==> config.mk <==
export PLATFORM = sky130hd
export DESIGN_NAME = rptr_empty_flat
export DESIGN_NICKNAME = d
export VERILOG_FILES = /design/src/rtl/fifo_pkg.sv /design/src/rtl/rptr_empty_if.sv /design/src/rtl/rptr_empty.sv /design/src/flat_wrapper.sv
export SDC_FILE = /design/constraint.sdc
export NUM_CORES = 1
export LEC_CHECK = 0
export ABC_AREA = 1
export BUFFER_PORTS_ARGS = -buffer_cell sky130_fd_sc_hd__buf_2
export CAP_MARGIN = 0
export CELL_PAD_IN_SITES_DETAIL_PLACEMENT = 1
export CELL_PAD_IN_SITES_GLOBAL_PLACEMENT = 1
export CORE_MARGIN = 5
export CORE_UTILIZATION = 35
export CTS_BUF_LIST = sky130_fd_sc_hd__clkbuf_16
export CTS_CLUSTER_SIZE = 20
export DETAILED_ROUTE_END_ITERATION = 7
export GPL_ROUTABILITY_DRIVEN = 0
export MAX_ROUTING_LAYER = met4
export PLACE_DENSITY_LB_ADDON = 0.12
export SYNTH_ARGS = -nofsm -noshare
export SYNTH_HDL_FRONTEND = slang
export SYNTH_SLANG_ARGS = --single-unit
export TNS_END_PERCENT = 100
==> constraint.sdc <==
create_clock -name rclk -period 2.3 [get_ports rclk]
set_input_delay 0.46 -clock rclk [delete_from_list [all_inputs] [get_ports rclk]]
set_output_delay 0.46 -clock rclk [all_outputs]
set_load 0.03 [all_outputs]
==> src/rtl/fifo_pkg.sv <==
// Shared async-FIFO helpers: default depth and Gray/binary conversion used by
// both pointer blocks and the pointer synchronizers.
package fifo_pkg;

    localparam int FIFO_ASIZE = 4;
    localparam int PTR_MAXW   = 32;

    typedef logic [PTR_MAXW-1:0] ptr_word_t;

    // Zero-extended inputs convert correctly, so one wide routine serves every
    // pointer width; callers slice the low ASIZE+1 bits of the result.
    function automatic ptr_word_t bin2gray(input ptr_word_t bin);
        return bin ^ (bin >> 1);
    endfunction

    function automatic ptr_word_t gray2bin(input ptr_word_t gray);
        ptr_word_t bin;
        bin = gray;
        bin = bin ^ (bin >> 1);
        bin = bin ^ (bin >> 2);
        bin = bin ^ (bin >> 4);
        bin = bin ^ (bin >> 8);
        bin = bin ^ (bin >> 16);
        return bin;
    endfunction

endpackage

==> src/rtl/rptr_empty_if.sv <==
// Read-side FIFO bundle: pop request and synchronized write pointer in,
// RAM address, Gray read pointer, flags and level out.
interface rptr_empty_if #(
    parameter int ASIZE = fifo_pkg::FIFO_ASIZE
);

    logic             ren;
    logic [ASIZE:0]   r_wptr;
    logic [ASIZE-1:0] raddr;
    logic [ASIZE:0]   rptr;
    logic             rempty;
    logic             ralmost_empty;
    logic [ASIZE:0]   rlevel;
    logic             runderflow;

    modport master (
        output ren,
        output r_wptr,
        input  raddr,
        input  rptr,
        input  rempty,
        input  ralmost_empty,
        input  rlevel,
        input  runderflow
    );

    modport slave (
        input  ren,
        input  r_wptr,
        output raddr,
        output rptr,
        output rempty,
        output ralmost_empty,
        output rlevel,
        output runderflow
    );

endinterface

==> src/rtl/rptr_empty.sv <==
// Read-domain pointer, empty/almost-empty flags, occupancy and sticky
// underflow for the asynchronous FIFO.
module rptr_empty
    import fifo_pkg::*;
#(
    parameter int ASIZE     = FIFO_ASIZE,
    parameter int AE_THRESH = 2
) (
    input  logic         rclk,
    input  logic         rrst,
    rptr_empty_if.slave  rif
);

    localparam logic [ASIZE:0] AE_LIMIT = AE_THRESH[ASIZE:0];

    logic [ASIZE:0] rbin_r;
    logic [ASIZE:0] rptr_r;
    logic           rempty_r;
    logic           ralmost_empty_r;
    logic [ASIZE:0] rlevel_r;
    logic           runderflow_r;

    logic           rinc_s;
    logic [ASIZE:0] rbinnext_s;
    logic [ASIZE:0] rgraynext_s;
    logic [ASIZE:0] wbin_s;
    logic [ASIZE:0] level_s;
    ptr_word_t      gray_wide_s;
    ptr_word_t      wbin_wide_s;
    logic           unused_s;

    // Next-pointer, write-pointer decode and post-pop occupancy
    always_comb begin
        rinc_s      = rif.ren & ~rempty_r;
        rbinnext_s  = rbin_r + {{ASIZE{1'b0}}, rinc_s};
        gray_wide_s = bin2gray(ptr_word_t'(rbinnext_s));
        rgraynext_s = gray_wide_s[ASIZE:0];
        wbin_wide_s = gray2bin(ptr_word_t'(rif.r_wptr));
        wbin_s      = wbin_wide_s[ASIZE:0];
        // Modular difference; a full FIFO yields exactly 2**ASIZE.
        level_s     = wbin_s - rbinnext_s;
    end

    // Upper bits of the wide helper results are zero by construction.
    assign unused_s = ^{gray_wide_s[PTR_MAXW-1:ASIZE+1], wbin_wide_s[PTR_MAXW-1:ASIZE+1]};

    // Pointer, flag, level and underflow registers
    always_ff @(posedge rclk) begin
        if (rrst) begin
            rbin_r          <= '0;
            rptr_r          <= '0;
            rempty_r        <= 1'b1;
            ralmost_empty_r <= 1'b1;
            rlevel_r        <= '0;
            runderflow_r    <= 1'b0;
        end else begin
            rbin_r          <= rbinnext_s;
            rptr_r          <= rgraynext_s;
            // Plain Gray equality: both pointers name the same slot and lap.
            rempty_r        <= (rgraynext_s == rif.r_wptr);
            ralmost_empty_r <= (level_s <= AE_LIMIT);
            rlevel_r        <= level_s;
            runderflow_r    <= runderflow_r | (rif.ren & rempty_r);
        end
    end

    assign rif.raddr         = rbin_r[ASIZE-1:0];
    assign rif.rptr          = rptr_r;
    assign rif.rempty        = rempty_r;
    assign rif.ralmost_empty = ralmost_empty_r;
    assign rif.rlevel        = rlevel_r;
    assign rif.runderflow    = runderflow_r;

endmodule

==> src/flat_wrapper.sv <==
// flat-port wrapper written by rule: the top's interface ports become plain ports
module rptr_empty_flat import fifo_pkg::*;
#(
    parameter int ASIZE     = FIFO_ASIZE,
    parameter int AE_THRESH = 2
)
  (rclk, rrst, rif_ren, rif_r_wptr, rif_raddr, rif_rptr, rif_rempty, rif_ralmost_empty, rif_rlevel, rif_runderflow);
  rptr_empty_if #(.ASIZE(ASIZE)) rif_i ();
  input  logic rclk;
  input  logic rrst;
  input wire logic [$bits(rif_i.ren)-1:0] rif_ren;
  input wire logic [$bits(rif_i.r_wptr)-1:0] rif_r_wptr;
  output wire logic [$bits(rif_i.raddr)-1:0] rif_raddr;
  output wire logic [$bits(rif_i.rptr)-1:0] rif_rptr;
  output wire logic [$bits(rif_i.rempty)-1:0] rif_rempty;
  output wire logic [$bits(rif_i.ralmost_empty)-1:0] rif_ralmost_empty;
  output wire logic [$bits(rif_i.rlevel)-1:0] rif_rlevel;
  output wire logic [$bits(rif_i.runderflow)-1:0] rif_runderflow;
  assign rif_i.ren = rif_ren;
  assign rif_i.r_wptr = rif_r_wptr;
  assign rif_raddr = rif_i.raddr;
  assign rif_rptr = rif_i.rptr;
  assign rif_rempty = rif_i.rempty;
  assign rif_ralmost_empty = rif_i.ralmost_empty;
  assign rif_rlevel = rif_i.rlevel;
  assign rif_runderflow = rif_i.runderflow;
  rptr_empty #(.ASIZE(ASIZE), .AE_THRESH(AE_THRESH)) u_core (.rclk(rclk), .rrst(rrst), .rif(rif_i));
endmodule
# After elaboration in Yosys (flattened, before gate mapping)
# Cells that the tools add are included.
op_classes:
  multipliers: 0
  n_bitwise: 10
  add_sub_neg: 2
  muxes: 0
  div: 0
  shifts: 0
  reduce_logical: 0
  magnitude_cmp: 1
  n_eq_ne: 1
op_table:
  columns: ["operator", "n"]
  rows:
  - ["bitwise XOR 29 x 28 -> 29 bit", 1]
  - ["bitwise XOR 21 bit", 1]
  - ["bitwise XOR 5 x 4 -> 5 bit", 2]
  - ["adder 5 x 1 -> 5 bit", 1]
  - ["equality test 5 bit", 1]
  - ["<= comparator 5 x 2 -> 1 bit (second input constant)", 1]
  - ["subtractor 5 bit", 1]
  - ["bitwise XOR 5 x 3 -> 5 bit", 1]
  - ["bitwise XOR 5 bit", 1]
  - ["AND 1 bit", 2]
  - ["NOT 1 bit", 1]
  - ["bitwise OR 1 bit", 1]
word_totals:
  latchBits: 0
  inputBits: 8
  romBits: 0
  regBits: 18
  mem_count: 0
  ramBits: 0
  word_cells: 20
  output_inout_bits: 17

# Depth between registers and ports, before layout
logic_depth:
  depth_word: 7
  mapped_depth: 17
  depth_no_buf: 17

# Worst setup path after synthesis
# No wires, ideal clock.
synth_timing:
  path_type: "flip-flop to flip-flop"
  from: "reg u_core.rempty_r, in the netlist u_core.rif.rempty"
  to: "reg u_core.ralmost_empty_r, in the netlist u_core.rif.ralmost_empty"
  arrival_ps: 1943
  n_path_buf: 0
  setup_slack_ps: 244
  required_ps: 2187
  period_less_slack_ps: 2056
  path_stages_with_launch: 16
  path_cell_list: "dfxtp_1 inv_2 nand3_1 inv_1 ha_1 nand3_1 and2_1 ha_1 inv_1 nand2_1 nand2_1 nand2_1 o21ai_0 inv_1 nand2_1 nor2_1"
synth_via:
  elab_chain_cells: 5
synth_lines:
  columns: ["element", "line", "rtl"]
  rows:
  - ["from (decl)", "rptr_empty.sv:18", "logic rempty_r;"]
  - ["from (signal assigned)", "rptr_empty.sv:60", "rempty_r <= (rgraynext_s == rif.r_wptr);"]
  - ["NOT 1 bit", "rptr_empty.sv:34", "rinc_s = rif.ren & ~rempty_r;"]
  - ["AND 1 bit", "rptr_empty.sv:34", null]
  - ["adder 5 x 1 -> 5 bit", "rptr_empty.sv:35", "rbinnext_s = rbin_r + {{ASIZE{1'b0}}, rinc_s};"]
  - ["subtractor 5 bit", "rptr_empty.sv:41", "level_s = wbin_s - rbinnext_s;"]
  - ["<= comparator 5 x 2 -> 1 bit", "rptr_empty.sv:61", "ralmost_empty_r <= (level_s <= AE_LIMIT);"]
  - ["to (signal assigned)", "rptr_empty.sv:61", null]
  - ["to (decl)", "rptr_empty.sv:19", "logic ralmost_empty_r;"]
# Every way passes these cells.
# A chain may end at the register's enable or synchronous reset.

# Final worst setup path
# Ends and elaborated chain as after synthesis.

==> out/qor.txt <==
FF-to-FF setup slack: 0.18 ns
Area fraction in compound gates after synthesis: 0.0238
WP data required: 2.44 ns
Non-filler cells, final: 210
Critical Path Fanout Max: 3
Max-slew violation count: 0
Syn nets: 164
Pwr dens: 717 nW/µm²
TritonCTS Buffers: 3
Xor/xnor share of the synthesized area: 0.0777
Count leader, synth: nand2_1
Clk_skew: 0.00143 ns
Setup bufs post-CTS: 0
Synth Flop Type: dfxtp_1
Share of layout cells above drive strength 1: 0.240
Dpl hpwl: 2.05 mm
Final setup viols: 0
Reg-to-Reg Start: u_core.rif.rempty
WL per Instance: 11.5 µm
RR Endpoint: u_core.rif.ralmost_empty
Total die area: 4020 µm²
IO Count: 25
#FFs+latches synth: 17
Worst Reg-to-Reg Cells: 15
FILL cells: 368
Yosys warning count: 0
Netlist cell types: 20
Simple-gate share of the synthesized area: 0.405
Clock Latency Late Sink: 0.25 ns
Die Ht: 63.4 µm
Ranking of synthesized cells by area: dfxtp_1 34%, nand2_1 18%, nand3_1 8.0%, inv_1 7.1%, nor2_1 6.8%
WHS Path Cells: 2
Initial Util: 0.365
Post-synthesis mux area share: 0
Dpl cell area: 1160 µm²
Via Count: 988
First-pass GRT wire length: 4.09 mm
Async set-reset flop share out of synthesis: 0
Avg Synthesized Cell Area: 6.61 µm²
RSZ-0062 raised after global routing: no
Crit start category: flop
Drt total wl: 2.43 mm
# DRC: 0
ANT cells: 0
Mapped Cells: 151
Worst-Margin Slew: 0.287 ns
TritonCTS Sinks: 17
Master of the slowest instance on the critical path: dfxtp_1
Post-synth EDFFs: 0
Fmax: 0.472 GHz
Vias in the first global route: 974
Rows: 19
Clock Tree Root: clkbuf_16
Leak pwr: 0.711 nW
DRT iter0 DRCs: 38
Fin. Hold Viols: 0
Worst path most repeated cell: nand2_1
Max cap viols: 0
Pre-antenna DRT Iters: 4
Clock buffer depth: 2
Fin crit share: 0.921
Grt total ovfl: 0
Synth top cells by count: 49 x nand2_1, 19 x inv_1, 18 x nor2_1, 17 x dfxtp_1, 16 x nand3_1
Post-synthesis adder-cell area fraction: 0.0627
Worst path top cell family by delay: simple AND/OR/NAND/NOR gates
CP endpoint kind: flop
Run status: complete, no violations
Post-layout net count: 193
Final instance area: 1240 µm²
Largest stage delay on the critical path: 0.35 ns
Critical path class: reg -> reg
Fin Hold WS: 0.461 ns
Port Buffers: 24
Htree depth: 1
Die width: 63.4 µm
Core Box Area: 2730 µm²
Area Overhead vs Synth: 24.3%
Post_cts resized: 0
Share of the synthesized area in the top cell type: 0.341
Via-per-instance ratio: 4.70
Worst rel slew slack: 0.808
Sequential area share after synthesis: 0.341
Crit path buffers/inverters: 4
Main combinational cell family by area after synthesis: simple AND/OR/NAND/NOR gates
Initial antenna violation count: 0
Hold Crit Class: reg -> reg
Post-layout min period: 2.12 ns
Total GRT Usage: 0.128
Hold Buf Count CTS: 0
Peak VDD IR: 437 µV
Mapped Area: 998 µm²
Antenna Nets Post-Route: 0
Fin util: 0.454
Worst-path cell chain: inv_2, nand3_1, inv_1, ha_1, nand3_1, and2_1, ha_1, inv_1, nand2_1, nand2_1, nand2_1, o21ai_0, inv_1, nand2_1, nor2_1
Largest net degree at the start of global routing: 14
CTS tree: built
WHS Endpoint: u_core.rif.runderflow
Hold path start: u_core.rif.runderflow
Synth area leader: dfxtp_1
Clock-pin slew on the worst setup and hold paths: 0.05 ns
Dpl cells: 206
Critical Path AT: 2.26 ns
[area by class of cell]
type	instances	area (µm²)	area share
clock inverters	1	5.00	0.00403
flip-flops and latches	17	340	0.274
repair buffers	25	128	0.103
clock buffers	3	75.1	0.0605
well taps	31	38.8	0.0313
inverters	23	86.3	0.0696
multi-input cells	110	568	0.458
[report_power, final]
group	switching, mW	internal (mW)
clock network	0.111	0.232
registers	0.00759	0.319
logic	0.150	0.0699
[how the worst max path moves through the flow]
stage | from | end | slack [ns] | depth (start not counted)
2_1_floorplan | u_core.rif.rempty | u_core.rif.ralmost_empty | 0.24 | 15
3_3_place_gp | rif_ren | u_core.rif.ralmost_empty | 0.09 | 15
3_5_place_dp | rif_ren | u_core.rif.ralmost_empty | -0.01 | 15
4_1_cts | u_core.rif.rempty | u_core.rif.ralmost_empty | 0.16 | 15
5_1_grt | u_core.rif.rempty | u_core.rif.ralmost_empty | 0.04 | 15
6_report | u_core.rif.rempty | u_core.rif.ralmost_empty | 0.18 | 15
[flip-flops by register name (all words and copies together), names as in the netlist]
signal                    cells
u_core.rif.rptr               5
u_core.rif.rlevel             5
u_core.rif.rempty             1
u_core.rif.runderflow         1
u_core.rbin_r                 4
u_core.rif.ralmost_empty      1
[logic make-up after synthesis]
group / Yosys count
flops: 17
xor+xnor: 8
compound gates: 4
simple gates: 93
buf+inv: 24
fa+ha+maj: 5
[routing by layer]
| metal | part of all wire | wire length (µm) | up-vias | track usage |
|---|---|---|---|---|
| met4 | 0.023 | 56 | 0 | 0.0623 |
| met2 | 0.45 | 1100 | 19 | 0.207 |
| met1 | 0.48 | 1150 | 453 | 0.152 |
| met5 | 0 | 0 | - | - |
| met3 | 0.048 | 117 | 5 | 0.0231 |
| li1 | - | - | 511 | - |
[worst reg2reg max path, cell delays in order, from the launching register on]
cell and delay, ns:
dfxtp_1 0.35, inv_2 0.06, nand3_1 0.11, inv_1 0.06, ha_1 0.33, nand3_1 0.11, and2_1 0.17, ha_1 0.20
inv_1 0.05, nand2_1 0.08, nand2_1 0.06, nand2_1 0.06, o21ai_0 0.19, inv_1 0.06, nand2_1 0.07, nor2_1 0.04
[through the flow]
stage,power [mW],setup WS [ns],TNS (ns)
floorplan,0.491,0.244,0
global placement,0.550,0.0854,0
detailed placement,0.555,-0.0138,-0.0138
CTS,0.898,0.161,0
global route,0.939,0.0400,0
finish,0.889,0.182,0
[layout by cell type (no fill, tap or decap)]
cell / count
nand2_1: 49
buf_2: 24
inv_1: 19
nor2_1: 18
dfxtp_1: 17
nand3_1: 16
xor2_1: 6
nand2_2: 5
ha_1: 5
inv_2: 4
clkbuf_16: 3
a21oi_1: 2
nand4_2: 1
o21ai_2: 1
and2_1: 1
xnor2_1: 1
xor2_2: 1
nor2_2: 1
o21ai_0: 1
nand3b_1: 1
or2_4: 1
clkinv_2: 1
buf_4: 1
Power figures use the tool's default switching activity.
